[src/rtl/fir_filter_seq.sv]
// fir_filter_seq: resource-shared symmetric FIR low-pass filter.
// Accepts one unsigned sample per valid/ready handshake, then folds one
// symmetric tap pair per cycle through a single multiplier (M = (TAPS+1)/2
// cycles) and emits one filtered sample. Coefficients are loaded at run time.
// Build option: define FIR_SAT_EN to clamp the scaled result to
// [0, 2^DATA_W-1]; when it is undefined the result wraps to DATA_W bits.
// ACC_W must exceed COEF_W + DATA_W + 1 so no product bits are lost.
module fir_filter_seq #(
   parameter int DATA_W = 10,
   parameter int COEF_W = 16,
   parameter int TAPS   = 31,
   parameter int ACC_W  = 32
) (
   input  logic                            clk,
   input  logic                            reset,
   input  logic                            in_valid,
   input  logic [DATA_W-1:0]               in_data,
   output logic                            in_ready,
   input  logic                            coef_we,
   input  logic [$clog2((TAPS+1)/2)-1:0]   coef_addr,
   input  logic [COEF_W-1:0]               coef_data,
   output logic                            out_valid,
   output logic [DATA_W-1:0]               out_data,
   output logic                            out_primed
);

   localparam int M   = (TAPS + 1) / 2;
   localparam int AW  = $clog2(M);
   localparam int IW  = $clog2(TAPS);
   localparam int CW  = $clog2(TAPS + 1);
   localparam int SH  = COEF_W - 1;        // Q1.(COEF_W-1) scaling shift
   localparam int TOP = SH + DATA_W;       // first accumulator bit above the output field

   localparam logic [0:0] IDLE = 1'b0;
   localparam logic [0:0] MAC  = 1'b1;

   logic [0:0]              r_state;
   logic [AW-1:0]           r_idx;
   logic signed [ACC_W-1:0] r_acc;
   logic [DATA_W-1:0]       r_dline [TAPS];
   logic [COEF_W-1:0]       r_coef  [M];
   logic [CW-1:0]           r_cnt;
   logic                    r_primed;
   logic                    r_out_valid;
   logic [DATA_W-1:0]       r_out_data;

   logic                    w_accept;
   logic                    w_is_centre;
   logic [IW-1:0]           w_far_idx;
   logic [DATA_W-1:0]       w_near;
   logic [DATA_W-1:0]       w_far;
   logic [DATA_W:0]         w_pair;
   logic signed [ACC_W-1:0] w_coef_x;
   logic signed [ACC_W-1:0] w_pair_x;
   logic signed [ACC_W-1:0] w_prod;
   logic signed [ACC_W-1:0] w_acc_sum;
   logic [DATA_W-1:0]       w_y_out;

   assign in_ready   = (r_state == IDLE);
   assign out_valid  = r_out_valid;
   assign out_data   = r_out_data;
   assign out_primed = r_primed;

   assign w_accept    = in_valid && (r_state == IDLE);
   assign w_is_centre = (r_idx == AW'(M - 1));
   assign w_far_idx   = IW'(TAPS - 1) - IW'(r_idx);
   assign w_near      = r_dline[r_idx];
   assign w_far       = r_dline[w_far_idx];

   // The centre tap has no partner; every other index folds its mirror sample.
   assign w_pair = w_is_centre ? {1'b0, w_near} : ({1'b0, w_near} + {1'b0, w_far});

   // Multiply at accumulator width: coefficient sign-extended, pair zero-extended.
   assign w_coef_x  = {{(ACC_W-COEF_W){r_coef[r_idx][COEF_W-1]}}, r_coef[r_idx]};
   assign w_pair_x  = {{(ACC_W-DATA_W-1){1'b0}}, w_pair};
   assign w_prod    = w_coef_x * w_pair_x;
   assign w_acc_sum = r_acc + w_prod;

   // Scale the final sum by an arithmetic right shift and fit it to DATA_W bits.
   always_comb begin
      w_y_out = w_acc_sum[TOP-1:SH];
`ifdef FIR_SAT_EN
      if (w_acc_sum[ACC_W-1]) begin
         w_y_out = '0;
      end else if (|w_acc_sum[ACC_W-2:TOP]) begin
         w_y_out = '1;
      end
`endif
   end

   // Delay line: shift one position per accepted sample, newest at index 0.
   generate
      for (genvar gi = 0; gi < TAPS; gi++) begin : g_dline
         always_ff @(posedge clk) begin
            if (reset) begin
               r_dline[gi] <= '0;
            end else if (w_accept) begin
               if (gi == 0) begin
                  r_dline[gi] <= in_data;
               end else begin
                  r_dline[gi] <= r_dline[(gi > 0) ? gi - 1 : 0];
               end
            end
         end
      end
   endgenerate

   // Coefficient bank: writes land at the edge, so a same-cycle MAC read sees the old value.
   generate
      for (genvar gi = 0; gi < M; gi++) begin : g_coef
         always_ff @(posedge clk) begin
            if (reset) begin
               r_coef[gi] <= '0;
            end else if (coef_we && (32'(coef_addr) == gi)) begin
               r_coef[gi] <= coef_data;
            end
         end
      end
   endgenerate

   // Sequencer: accept a sample, run M MAC cycles, then load the output register.
   always_ff @(posedge clk) begin
      if (reset) begin
         r_state     <= IDLE;
         r_idx       <= '0;
         r_acc       <= '0;
         r_cnt       <= '0;
         r_primed    <= 1'b0;
         r_out_valid <= 1'b0;
         r_out_data  <= '0;
      end else begin
         r_out_valid <= 1'b0;
         case (r_state)
            IDLE: begin
               if (w_accept) begin
                  r_state <= MAC;
                  r_acc   <= '0;
                  r_idx   <= '0;
                  if (r_cnt != CW'(TAPS)) begin
                     r_cnt <= r_cnt + 1'b1;
                  end
               end
            end
            default: begin
               r_acc <= w_acc_sum;
               if (w_is_centre) begin
                  r_state     <= IDLE;
                  r_out_valid <= 1'b1;
                  r_out_data  <= w_y_out;
                  if (r_cnt == CW'(TAPS)) begin
                     r_primed <= 1'b1;
                  end
               end else begin
                  r_idx <= r_idx + 1'b1;
               end
            end
         endcase
      end
   end

endmodule

[config.mk]
export PLATFORM = sky130hd
export DESIGN_NAME = fir_filter_seq
export DESIGN_NICKNAME = d
export VERILOG_FILES = /design/src/rtl/fir_filter_seq.sv
export SDC_FILE = /design/constraint.sdc
export NUM_CORES = 1
export LEC_CHECK = 0
export ABC_AREA = 1
export BUFFER_PORTS_ARGS = -buffer_cell sky130_fd_sc_hd__buf_2
export CORE_UTILIZATION = 64
export CTS_CLUSTER_DIAMETER = 30
export DETAILED_ROUTE_END_ITERATION = 10
export MAX_ROUTING_LAYER = met4
export PLACE_DENSITY = 0.79
export SLEW_MARGIN = 10
export SYNTH_ARGS = -nofsm -noshare
export SYNTH_HDL_FRONTEND = slang
export SYNTH_SLANG_ARGS = --single-unit
[constraint.sdc]
create_clock -name clk -period 10.15 [get_ports clk]
set_input_delay 1.015 -clock clk [delete_from_list [all_inputs] [get_ports clk]]
set_output_delay 1.015 -clock clk [all_outputs]
set_load 0.02 [all_outputs]
==> results_dict.tcl, run 1 <==
set metrics [dict create \
    status "finished, final reports clean" \
    path_class "reg2reg" \
    core_um2 55600 \
    syn_nets 4275 \
    tns_ps 0 \
    io_buffers 46 \
    cts.sinks 617 \
    grt_first_pass_wirelength_um 150000 \
    start_util_pct 65.3 \
    final_cells 4811 \
    cts_tree "built" \
    areaGrowthSynthToFinish_pct 12.0 \
    ys_seq_elements 617 \
    cts_resized 0 \
    first_pass_iters 8 \
    ant_nets 0 \
    holdBufCountCts 0 \
    clk_pin_slew_ps 50 \
    synth_flop_cell "edfxtp_1" \
    htreeDepth 3 \
    syn-cell-area_um2 36300 \
    setup_violations 0 \
    synth.distinct_cells 50 \
    worstSkewPairLatency_ps 700 \
    final.min_clock_period_ps 8870 \
    hold_path.class "reg2reg" \
    grt_pass1_vias 27900 \
    rsz0062_at_grt "false" \
    syn_inst 3996 \
    grt_max_degree 182 \
    die_area_um2 57700 \
    fp.dieW_um 240 \
    hold_viol 0 \
    crit_arrival_ps 9410 \
    grt_overflow 0 \
    max_slew_margin_pct 27.2 \
    yosysSeqAreaShare_pct 49.6 \
    synth_edf_count 566 \
    max_stage_delay_ps 560 \
    dp_cells 4596 \
    drcViolationCount 0 \
    fmax_ghz 0.113 \
    ys_top_cells_by_area "edfxtp_1 47%, fa_1 9.4%, nor2_1 7.2%" \
    fin_crit_sh_pct 87.4 \
    netlist.area_leader.share_pct 46.8 \
    cpMaxStageDelayCell "dfxtp_4" \
    startpoint_type "register" \
    cts-root-buf "clkbuf_16" \
    io-pin-count 47 \
    worst_pin_slew_ps 1090 \
    skew_ps 66.6 \
    vias_per_cell 6.01 \
    slew_violations 0 \
    drive_above_1_share_pct 8.35 \
    nets 4243 \
    post_cts_buffers 0 \
    vias 28900 \
    synth_most_common_cell "nor2_1" \
    synth_top_area_cell "edfxtp_1" \
    worstPathRequired_ps 10690 \
    dp_hpwl_um 57700 \
    drtIter0Drc 4147 \
    cp_max_fo 46 \
    die_h_um 240 \
    fp-row-count 86 \
    cts_buffer_depth 3 \
    maxCapViolations 0 \
    grtUsageTotal_pct 34.8 \
    drt_wl_total_um 96000 \
    yosysWarnings 0 \
    place_congestion 0.960 \
    post_synth.cell_area_avg_um2 9.09 \
    cts_made_buffers 114 \
    wl_per_cell_um 19.9 \
    antenna_found_initial 1 \
    ys_top_cells_by_count "698 x nor2_1, 595 x inv_1, 566 x edfxtp_1, 496 x nand2_1, 380 x a21oi_1" \
    async_flop_share_pct 0 \
    worstSetupEndpointType "register" \
]
[cell usage in the layout, fill, tap and decap left out, types with 20 or more instances in the layout]
master,count
nand2_1,495
inv_1,595
fa_1,170
o21ai_0,249
clkinv_1,21
o311ai_0,29
inv_2,28
ha_1,74
buf_2,46
buf_4,42
clkinvlp_4,20
o21ai_1,32
nor2_1,698
clkbuf_16,117
nand3_1,214
dfxtp_1,47
a21oi_1,380
a221oi_1,39
edfxtp_1,566
[state kept, by name, summed over array words and instances (netlist names), named ones only]
signal / flops
r_cnt: 5
r_state: 1
out_valid: 1
r_coef: 256
out_primed: 1
r_acc: 25
r_idx: 4
r_dline: 310
out_data: 10
[through the flow]
| stage | instance area, um^2 | hold WS [ps] | setup WS, ps | utilization [%] |
|---|---|---|---|---|
| final | 40700 | 460 | 1280 | 73.1 |
| after global routing | 40700 | 480 | 793 | 73.1 |
| after CTS | 40700 | 465 | 1440 | 73.1 |
| after detailed placement | 36800 | 445 | 1480 | 66.1 |
| after global placement | 36800 | 443 | 1640 | 66.1 |
| after floorplan | 36300 | 423 | 1140 | - |
[cell type report]
cell class | instances | area, um^2
flip-flops and latches | 617 | 18000
fillers | 3904 | 14900
multi-input cells | 2513 | 14800
clock buffers | 127 | 2970
inverters | 627 | 2360
clock inverters | 87 | 943
well taps | 748 | 936
repair buffers | 91 | 606
diodes | 1 | 2.50
[kinds of logic after synthesis]
logic type	Yosys count	synth area share [%]
buffers and inverters	866	9.69
AO/OA/AOI/OAI	786	12.1
adder cells (fa/ha/maj)	245	12.0
XOR/XNOR	14	0.358
flip-flops	617	49.6
AND/OR/NAND/NOR	1468	16.3
[critical path, delay by kind of cell, from the launching register on]
kind / cells / cell delay, ps
simple gates: 14 / 1750
xor+xnor: 1 / 150
buf+inv: 8 / 1470
fa+ha+maj: 8 / 3450
compound gates: 6 / 1350
flops: 1 / 560
[worst paths after layout]
path	startpoint	endpoint	slack, ps	depth (start not counted)
worst max register to register	r_idx[0]$_SDFFE_PP0P_	out_data[9]$_SDFFE_PP0P_	1280	37
worst min-delay path	out_data[5]$_SDFFE_PP0P_	out_data[5]$_SDFFE_PP0P_	460	2
worst max-delay path	r_idx[0]$_SDFFE_PP0P_	out_data[9]$_SDFFE_PP0P_	1280	37
worst min register to register	out_data[5]$_SDFFE_PP0P_	out_data[5]$_SDFFE_PP0P_	460	2
[layer usage]
layer,up-vias,global-route usage [%],wire length (um)
met2,1763,52.8,44500
li1,13100,-,-
met3,327,6.76,10600
met5,-,-,0
met4,0,17.3,4710
met1,13700,45.1,36200
Power of run 1 is left out: the tool's default activity adds up to more than one toggle a clock period on the data nets, which glitch-free logic cannot reach.
==> inputs of run 2 (changes only) <==
--- a/config.mk
+++ b/config.mk
@@ -8,6 +8,7 @@
 export ABC_AREA = 1
 export BUFFER_PORTS_ARGS = -buffer_cell sky130_fd_sc_hd__buf_2
 export CORE_UTILIZATION = 64
+export CTS_BUF_LIST = sky130_fd_sc_hd__clkbuf_8 sky130_fd_sc_hd__clkbuf_16
 export CTS_CLUSTER_DIAMETER = 30
 export DETAILED_ROUTE_END_ITERATION = 10
 export MAX_ROUTING_LAYER = met4
==> run 2 against run 1 <==
Against the previous run: critical path depth did not move; count of clock-buffer cells in the layout down 10; worst setup slack got worse by 6.9 ps; routed wire length barely moved; non-clock buffer count unchanged; highest routed layer unchanged.
==> results_dict.tcl, run 2 (same netlist as run 1, synthesis figures left out) <==
set metrics [dict create \
    status "finished, final reports clean" \
    grtUsageTotal_pct 34.8 \
    routed.top_layer "met4" \
    cts_made_buffers 114 \
    skew_ps 68.5 \
    dp_slack_ps 1480 \
    wl_met3_um 10800 \
    fp-row-count 86 \
    hold_viol 0 \
    fmax_ghz 0.113 \
    cts.sinks 617 \
    fp.dieW_um 240 \
    maxCapViolations 0 \
    grt_pass1_vias 27900 \
    crit_arrival_ps 9420 \
    final.min_clock_period_ps 8880 \
    core_um2 55600 \
    grt_first_pass_wirelength_um 150000 \
    antenna_found_initial 1 \
    drt_wl_total_um 95900 \
    slew_violations 0 \
    m1WireLength_um 36000 \
    dp_hpwl_um 57700 \
    drive_above_1_share_pct 8.35 \
    cp_max_fo 46 \
    rsz0062_at_grt "false" \
    io_buffers 46 \
    num-fill-cells 3904 \
    drcViolationCount 0 \
    cpMaxStageDelayCell "dfxtp_4" \
    path_class "reg2reg" \
    tns_ps 0 \
    max_slew_margin_pct 26.7 \
    cp_num_buf_inv 8 \
    hold_ws_ps 460 \
    clk_pin_slew_ps 50 \
    worstSetupEndpointType "register" \
    worstSkewPairLatency_ps 700 \
    cts_tree "built" \
    holdBufCountCts 0 \
    setup_ws_ps 1270 \
    cts_buffer_depth 3 \
    areaGrowthSynthToFinish_pct 12.0 \
    ant_nets 0 \
    nets 4243 \
    wl_met2_um 44600 \
    hold_path.class "reg2reg" \
    io-pin-count 47 \
    cts-root-buf "clkbuf_16" \
    vias_per_cell 6.02 \
    grt_max_degree 182 \
    top_register "r_dline" \
    cts_resized 0 \
    place_congestion 0.960 \
    first_pass_iters 6 \
    cp_top_family "adder cells" \
    worstPathRequired_ps 10690 \
    die_h_um 240 \
    drtIter0Drc 4112 \
    grt_overflow 0 \
    setup_violations 0 \
    worst_pin_slew_ps 1100 \
    startpoint_type "register" \
    htreeDepth 3 \
    vias 29000 \
    die_area_um2 57700 \
    reg_top3 "r_dline x310, r_coef x256, r_acc x25" \
    mostFrequentLayoutCells "698 x nor2_1, 605 x inv_1, 566 x edfxtp_1" \
    utilization_pct 73.1 \
    start_util_pct 65.3 \
    wl_per_cell_um 19.9 \
    largest_reg_flops 310 \
    post_cts_buffers 0 \
    fin_crit_sh_pct 87.4 \
    max_stage_delay_ps 550 \
    layout_commonest_cell "nor2_1" \
]
run 2: cell count changes in the layout (fill, tap and decap cells not counted):
cell	change
clkbuf_1	-10
inv_1	+10
run 2: area by class of cell:
class / instances / area (um^2) / share of cell area (%)
timing repair buffer: 91 / 606 / 1.49
clock inverter: 97 / 981 / 2.41
clock buffer: 117 / 2930 / 7.20
antenna: 1 / 2.50 / 0.00615
sequential: 617 / 18000 / 44.3
inverter: 627 / 2360 / 5.80
multi-input combinational: 2513 / 14800 / 36.5
tap: 748 / 936 / 2.30
run 2: worst min-delay path: cells and delay by family (launching register included):
kind	cells	cell delay [ps]
and+or+nand+nor	1	60
AOI/OAI and AO/OA	1	60
DFF	1	300
run 2: through the flow:
step	area (um^2)	instances
floorplan	36300	3996
global placement	36800	4596
detailed placement	36800	4596
CTS	40700	4810
global route	40700	4811
finish	40700	4811
run 2: metal layers:
metal | up-vias | GRT usage [%]
li1 | 13100 | -
met3 | 314 | 6.76
met4 | 0 | 17.3
met1 | 13700 | 45.1
met5 | - | -
met2 | 1784 | 52.8
run 2: final timing paths:
kind                                          startpoint                  endpoint  slack, ps  cells past startpoint
worst min register to register  out_data[5]$_SDFFE_PP0P_  out_data[5]$_SDFFE_PP0P_        460                      2
worst max register to register     r_idx[0]$_SDFFE_PP0P_  out_data[9]$_SDFFE_PP0P_       1270                     37
worst min-delay path            out_data[5]$_SDFFE_PP0P_  out_data[5]$_SDFFE_PP0P_        460                      2
worst max-delay path               r_idx[0]$_SDFFE_PP0P_  out_data[9]$_SDFFE_PP0P_       1270                     37
Power of run 2 is left out for the same reason.
